[config.mk]
export PLATFORM = sky130hd
export DESIGN_NAME = mem_access_ctrl
export DESIGN_NICKNAME = d
export VERILOG_FILES = /design/src/rtl/mem_access_ctrl_pkg.sv /design/src/rtl/mem_access_ctrl_wait_timer.sv /design/src/rtl/mem_access_ctrl.sv
export SDC_FILE = /design/constraint.sdc
export NUM_CORES = 1
export LEC_CHECK = 0
export ABC_AREA = 1
export ABC_CLOCK_PERIOD_IN_PS = 1600
export CORE_MARGIN = 2
export CORE_UTILIZATION = 40
export DETAILED_ROUTE_END_ITERATION = 8
export GPL_ROUTABILITY_DRIVEN = 0
export GPL_TIMING_DRIVEN = 0
export HOLD_SLACK_MARGIN = 0.06
export SETUP_SLACK_MARGIN = 0.15
export SLEW_MARGIN = 0
export SYNTH_ARGS = -nofsm -noshare
export SYNTH_HDL_FRONTEND = slang
export SYNTH_SLANG_ARGS = --single-unit
[constraint.sdc]
create_clock -name clock -period 1.6 [get_ports clock]
set_input_delay 0.16 -clock clock [delete_from_list [all_inputs] [get_ports clock]]
set_output_delay 0.16 -clock clock [all_outputs]
set_load 0.02 [all_outputs]
[src/rtl/mem_access_ctrl_pkg.sv]
// mem_access_ctrl_pkg
// Shared definitions for the memory access sequencer: FSM state encodings,
// the transaction op bit, the registered control-output bundle and its
// per-state decode, the MDRout bus-select bit index and the default timeout.
package mem_access_ctrl_pkg;

  localparam int DEFAULT_TIMEOUT = 15;
  // Position of the MDR-out bit in the datapath bus-select word.
  localparam int MDROUT_SEL_BIT  = 21;

  typedef enum logic [3:0] {
    ST_IDLE       = 4'd0,
    ST_LOAD_MAR   = 4'd1,
    ST_RD_WAIT    = 4'd2,
    ST_RD_CAPTURE = 4'd3,
    ST_RD_DRIVE   = 4'd4,
    ST_WR_LOAD    = 4'd5,
    ST_WR_WAIT    = 4'd6,
    ST_WR_DONE    = 4'd7,
    ST_ERR        = 4'd8
  } state_t;

  typedef enum logic {
    OP_READ  = 1'b0,
    OP_WRITE = 1'b1
  } op_t;

  typedef struct packed {
    logic mar_enable;
    logic mdr_enable;
    logic read_sel;
    logic mem_read;
    logic mem_write;
    logic mdr_out;
    logic busy;
    logic done;
    logic timeout_err;
  } ctrl_t;

  // Moore decode: every control output is a function of the state alone.
  function automatic ctrl_t decode_ctrl(input state_t st);
    ctrl_t c;
    c      = '0;
    c.busy = (st != ST_IDLE);
    unique case (st)
      ST_LOAD_MAR:   c.mar_enable = 1'b1;
      ST_RD_WAIT:    c.mem_read   = 1'b1;
      ST_RD_CAPTURE: begin
        c.mdr_enable = 1'b1;
        c.read_sel   = 1'b1;
      end
      ST_RD_DRIVE: begin
        c.mdr_out = 1'b1;
        c.done    = 1'b1;
      end
      ST_WR_LOAD:    c.mdr_enable = 1'b1;
      ST_WR_WAIT:    c.mem_write  = 1'b1;
      ST_WR_DONE:    c.done       = 1'b1;
      ST_ERR: begin
        c.done        = 1'b1;
        c.timeout_err = 1'b1;
      end
      default: ;
    endcase
    return c;
  endfunction

endpackage

[src/rtl/mem_access_ctrl_wait_timer.sv]
// mem_access_ctrl_wait_timer
// Wait-cycle counter for the memory handshake. Up-counter that is zeroed by
// clear or load and advances while enable is high. expired flags the last
// permitted wait cycle (count == TIMEOUT-1).
// Ports:
//   clock   - rising-edge clock
//   clear   - synchronous active-high reset
//   load    - zero the count (entry into a wait state)
//   enable  - count this cycle
//   expired - count has reached TIMEOUT-1
module mem_access_ctrl_wait_timer #(
  parameter int TIMEOUT = 15
) (
  input  logic clock,
  input  logic clear,
  input  logic load,
  input  logic enable,
  output logic expired
);

  localparam int CW = $clog2(TIMEOUT + 1);

  logic [CW-1:0] count;

  always_ff @(posedge clock) begin
    if (clear || load) begin
      count <= '0;
    end else if (enable) begin
      count <= count + CW'(1);
    end
  end

  assign expired = (count == CW'(TIMEOUT - 1));

endmodule

[src/rtl/mem_access_ctrl.sv]
// mem_access_ctrl
// Sequences one memory transaction at a time through the MAR/MDR path:
// loads MAR, strobes the RAM, waits on mem_ready with a bounded timeout,
// loads the MDR (from Mdatain on reads, from the bus on writes) and drives
// the MDR onto the bus at the end of a read.
//
// state       | meaning
// ------------+---------------------------------------------
// IDLE        | waiting for req_read / req_write
// LOAD_MAR    | MAR loads the address from the bus
// RD_WAIT     | RAM read strobe, waiting for mem_ready
// RD_CAPTURE  | MDR loads from Mdatain
// RD_DRIVE    | MDR drives the bus, done pulse
// WR_LOAD     | MDR loads write data from the bus
// WR_WAIT     | RAM write strobe, waiting for mem_ready
// WR_DONE     | done pulse
// ERR         | mem_ready never came: done + timeout_err
//
// Ports:
//   clock, clear           - clock and synchronous active-high reset
//   req_read, req_write    - single-cycle requests, sampled only in IDLE
//   mem_ready              - RAM completion, honoured only in wait states
//   MAR_enable, MDR_enable - register load enables
//   Read                   - MDR mux select (1 = Mdatain, 0 = bus)
//   mem_read, mem_write    - RAM strobes
//   MDRout                 - MDR bus-select bit
//   busy, done, timeout_err- status
module mem_access_ctrl
  import mem_access_ctrl_pkg::*;
#(
  parameter int TIMEOUT = DEFAULT_TIMEOUT
) (
  input  logic clock,
  input  logic clear,
  input  logic req_read,
  input  logic req_write,
  input  logic mem_ready,
  output logic MAR_enable,
  output logic MDR_enable,
  output logic Read,
  output logic mem_read,
  output logic mem_write,
  output logic MDRout,
  output logic busy,
  output logic done,
  output logic timeout_err
);

  state_t state;
  state_t state_nxt;
  op_t    op;
  ctrl_t  ctrl;
  logic   in_wait;
  logic   expired;

  assign in_wait = (state == ST_RD_WAIT) || (state == ST_WR_WAIT);

  mem_access_ctrl_wait_timer #(
    .TIMEOUT(TIMEOUT)
  ) u_wait_timer (
    .clock  (clock),
    .clear  (clear),
    .load   ((state == ST_LOAD_MAR) || (state == ST_WR_LOAD)),
    .enable (in_wait && !mem_ready),
    .expired(expired)
  );

  // mem_ready takes priority over the timeout in the same cycle.
  always_comb begin
    state_nxt = state;
    unique case (state)
      ST_IDLE: begin
        if (req_read || req_write) state_nxt = ST_LOAD_MAR;
      end
      ST_LOAD_MAR:   state_nxt = (op == OP_READ) ? ST_RD_WAIT : ST_WR_LOAD;
      ST_RD_WAIT: begin
        if (mem_ready)    state_nxt = ST_RD_CAPTURE;
        else if (expired) state_nxt = ST_ERR;
      end
      ST_RD_CAPTURE: state_nxt = ST_RD_DRIVE;
      ST_RD_DRIVE:   state_nxt = ST_IDLE;
      ST_WR_LOAD:    state_nxt = ST_WR_WAIT;
      ST_WR_WAIT: begin
        if (mem_ready)    state_nxt = ST_WR_DONE;
        else if (expired) state_nxt = ST_ERR;
      end
      ST_WR_DONE:    state_nxt = ST_IDLE;
      ST_ERR:        state_nxt = ST_IDLE;
      default:       state_nxt = ST_IDLE;
    endcase
  end

  // Outputs are registered alongside the state so they always match the
  // state register, with no decode glitches on the strobes.
  always_ff @(posedge clock) begin
    if (clear) begin
      state <= ST_IDLE;
      op    <= OP_READ;
      ctrl  <= '0;
    end else begin
      state <= state_nxt;
      ctrl  <= decode_ctrl(state_nxt);
      if (state == ST_IDLE) begin
        // Read wins when both requests arrive together.
        if (req_read)       op <= OP_READ;
        else if (req_write) op <= OP_WRITE;
      end
    end
  end

  assign MAR_enable  = ctrl.mar_enable;
  assign MDR_enable  = ctrl.mdr_enable;
  assign Read        = ctrl.read_sel;
  assign mem_read    = ctrl.mem_read;
  assign mem_write   = ctrl.mem_write;
  assign MDRout      = ctrl.mdr_out;
  assign busy        = ctrl.busy;
  assign done        = ctrl.done;
  assign timeout_err = ctrl.timeout_err;

endmodule

* Word level (Yosys, flattened, before mapping)
Index checks and enable logic that the tools add are counted.
Storage, ports and cells: output and inout port bits 9, latch bits 0, bits in read-only memories 0, flip-flop bits (word level) 18, RAM bits 0, memories kept 0
Cells by class: $mul 0, reduce and logical (&&, ||, !) cells 12, equal/unequal tests 14, bitwise gates (word level) 0, add/subtract/negate cells 1, shift-type cells 0, div/mod/pow operators 0, muxes and demuxes 16, magnitude comparators 0
Operators with widths (number):
- 4-bit by 3-bit == test with 1-bit output, second input constant | 6
- 4-bit one-hot mux with 6 select lines | 1
- 4-bit by 2-bit == test with 1-bit output, second input constant | 4
- 4-bit two-way mux | 4
- 1-bit two-way mux | 10
- 4-bit by 1-bit == test with 1-bit output, second input constant | 2
- 4-bit == test, second input constant | 2
- 4-bit by 1-bit adder with 4-bit output, second input constant | 1
- 4-bit logical NOT | 1
- 1-bit logical OR | 4
- 4-bit nonzero test | 1
- 3-bit two-way mux | 1
- 3-bit OR reduction | 1
- 2-bit AND reduction | 1
- 2-bit nonzero test | 1
- 2-bit OR reduction | 1
- 1-bit logical AND | 1
- 1-bit logical NOT | 1

* Longest topological paths before layout
depth in word-level cells 7, gate-level depth with buffers 9

* Hierarchy
From an unflattened synthesis, not the netlist that was laid out.
Second synthesis, totals: cells, all modules 106, area total of the unflattened synthesis 777.0 µm²
Modules (own cells, without submodules):
- mem_access_ctrl | times used 1, area each 588.1 µm², sequential area each 280.3 µm², cells each 81
- mem_access_ctrl_wait_timer | times used 1, area each 188.9 µm², sequential area each 80.1 µm², cells each 25

* Least setup slack after synthesis
Ideal clock, no wire load.
path kind register to register, from register u_wait_timer.count[0], to register ctrl, in the netlist busy, data arrival time 1.059 ns, stages on the path, launching flop included 10, path buffers 0, data required time 1.474 ns, slack 0.415 ns, cells stage by stage dfxtp_1 inv_1 ha_1 nand2_1 nor2_1 nor2_2 nor2_1 nand2_1 nor2_1 nor2_1
On the way: word-level cells in the longest chain between the ends 5, elaborated cells between the ends (all ways) 6, classes of those cells 1 x eq/ne; 4 x mux; 1 x reduce/logical
Ends and longest elaborated chain:
- from (decl) | line mem_access_ctrl_wait_timer.sv:23 | logic [CW-1:0] count;
- from (signal assigned) | line mem_access_ctrl_wait_timer.sv:29 | count <= count + CW'(1);
- 4-bit == test (*) | line mem_access_ctrl_wait_timer.sv:33 | assign expired = (count == CW'(TIMEOUT - 1));
- 4-bit two-way mux (*) | line mem_access_ctrl.sv:78, mem_access_ctrl.sv:85
- 4-bit two-way mux, on equally long branches | line mem_access_ctrl.sv:84, mem_access_ctrl.sv:77
- 4-bit one-hot mux with 6 select lines (*) | line mem_access_ctrl.sv:71 | unique case (state)
- 4-bit nonzero test (*) | line mem_access_ctrl_pkg.sv:44 | c.busy = (st != ST_IDLE);
- to (signal assigned) | line mem_access_ctrl.sv:102 | ctrl <= decode_ctrl(state_nxt);
- to (decl) | line mem_access_ctrl.sv:52 | ctrl_t ctrl;
Mark *: on every way between the ends. The rest lies on a longest branch, timed or not. A chain may end at the register's enable or synchronous reset.

* Worst setup path in the final report
from register ctrl, in the netlist busy, to output port busy
RTL lines:
- to (decl) | line mem_access_ctrl.sv:44 | output logic busy,
No word-level cell between the ends.

==> results_dict.tcl <==
set metrics [dict create \
    n_antenna_cell 0 \
    cts_root_buf "clkbuf_4" \
    largest_registers "state: 4 flops, u_wait_timer.count: 4 flops" \
    grt_pass1_vias 650 \
    start_util_pct 41.9 \
    status "finished clean" \
    grt_use_total_pct 13.6 \
    io_pins 14 \
    cp_max_fo 1 \
    drv_slew 0 \
    syn-num-nets 117 \
    avgSynthCellArea_sq_um 7.31 \
    hold_violations 0 \
    overflow 0 \
    htreeDepth 1 \
    hold_path_class "in -> reg" \
    met1_usage_pct 15.8 \
    period_minus_slack_ns 1.36 \
    vias 697 \
    tritoncts "done" \
    grt_antenna_before_repair 0 \
    drc 0 \
    synth_ff_type "dfxtp_1" \
    nets 134 \
    max_freq_mhz 736 \
    ys_ff_latch 18 \
    drive_gt1_share_pct 15.9 \
    drt-initial-drc-count 7 \
    synth_edf_count 0 \
    chipHeight_microns 48.8 \
    ant_nets 0 \
    path_clk_slew_ns 0.10 \
    startpoint_type "register" \
    grt_max_degree 11 \
    firstDrtPassIters 5 \
    syn-cell-area_sq_um 805 \
    synthTopCellsByCount "20 x nand2_1, 18 x dfxtp_1, 16 x inv_1, 16 x nor2_1, 8 x nand3_1" \
    end_kind "output pin" \
    yosysTopAreaCell "dfxtp_1" \
    crit_cells 1 \
    fin_cells 153 \
    synth_cell_types 17 \
    required_ns 1.44 \
    crit_end "busy" \
    clk_path_buf_depth 2 \
    cts_buffers 3 \
    crit_slowest_cell "clkdlybuf4s50_1" \
    dp_hpwl_mm 1.14 \
    r2r_setup_slack_ns 0.29 \
    setup_violations 0 \
    cp.arrival_ns 1.20 \
    period_share_pct 84.9 \
    holdBufCountCts 0 \
    via_per_inst 4.56 \
    clock_sinks 18 \
    cts_resized 0 \
    fin_skew_ns 0.000536 \
    syn2layout_area_growth_pct 23.6 \
    r2r-start "u_wait_timer.count[0]" \
    synth-seq-area-share_pct 44.8 \
    met2_usage_pct 24.0 \
    reg2reg_depth 9 \
    use_met3_pct 1.84 \
    cp_num_buf_inv 1 \
    insertion_delay_ns 0.29 \
    tns_ns 0 \
    grt_pass1_wl_mm 2.58 \
    slowest_delay_ns 0.59 \
    busiest_layer "met2" \
    r2r_end "busy" \
    p_leak_nw 0.448 \
    die_x_microns 48.8 \
    holdCritStartpoint "clear" \
    die_area_sq_um 2390 \
    dp.cells 149 \
    worst_pin_slew_ns 0.352 \
    crit_family "buffers and inverters" \
    worstSetupPathType "reg -> out" \
    cp_cell_sequence "clkdlybuf4s50_1" \
    power.density_nw_per_um2 1170 \
    avgRoutedWirePerCell_microns 9.10 \
    ir_drop_mv 0.459 \
    synthArstFlopShare_pct 0 \
    power_mw 1.17 \
    startpoint "busy" \
    synth.top_cell.area_share_pct 44.8 \
    synth.area.top_cells "dfxtp_1 45%, nand2_1 9.3%, inv_1 7.5%" \
    synth.most_common_cell "nand2_1" \
    dpl_cell_area_sq_um 958 \
    cts_setup_buffers 0 \
    core_sq_um 1920 \
    postSynthCellCount 110 \
    rows 16 \
    cap_violations 0 \
    yosysWarnings 0 \
    finalInstanceArea_sq_um 995 \
    io_buffer_count 12 \
    slew_headroom_pct 76.5 \
    grt_setup_unrepaired "false" \
    totalWireLength_mm 1.39 \
    fin_hold_ws_ns 0.207 \
]
area by class of cell:
type | count | area [sq um]
buffer | 1 | 3.75
multi-input combinational | 71 | 365
clock buffer | 4 | 36.3
fill | 204 | 927
inverter | 20 | 75.1
tap | 27 | 33.8
timing repair buffer | 12 | 120
sequential | 18 | 360
through the flow:
stage,setup WS [ns],utilization [%]
floorplan,0.415,-
CTS,0.221,51.8
global route,0.183,51.8
finish,0.241,51.8
detailed placement,0.0874,49.9
global placement,0.0625,49.9
routing by layer:
metal  up-vias  wire length [microns]
li1        374                      -
met1       308                    642
met2        11                    686
met3         4                     37
met4         0                     26
met5         -                      0
worst min-delay path by stage:
stage               cells past startpoint               endpoint  slack (ns)
floorplan                               2                   Read        0.33
global placement                        2  u_wait_timer.count[2]        0.48
detailed placement                      2  u_wait_timer.count[2]        0.49
CTS                                     2                   Read        0.20
global route                            2             MAR_enable        0.25
finish                                  2                 MDRout        0.21
logic make-up after synthesis:
group,count (synthesis),synth area share [%]
buffers and inverters,21,9.80
flip-flops,18,44.8
adder cells (fa/ha/maj),2,3.11
AO/OA/AOI/OAI,11,7.31
AND/OR/NAND/NOR,58,35.0
where the power goes:
group / total, mW / switching [mW] / leakage [nW] / internal [mW]
Clock: 0.276 / 0.138 / 0.0210 / 0.139
Combinational: 0.349 / 0.211 / 0.280 / 0.137
Sequential: 0.542 / 0.0406 / 0.147 / 0.501
layout by cell type (no fill, tap or decap), types with 2 or more instances in the layout:
cell type	instances
nor2_1	16
o21ai_0	3
nor2_2	6
nand4_1	3
clkbuf_4	3
inv_2	4
nand3_1	8
inv_1	16
nand3_2	2
dfxtp_1	18
a21oi_1	6
nand2_2	2
ha_1	2
clkdlybuf4s50_1	12
nand2_1	20
(Power assumes the default switching activity.)
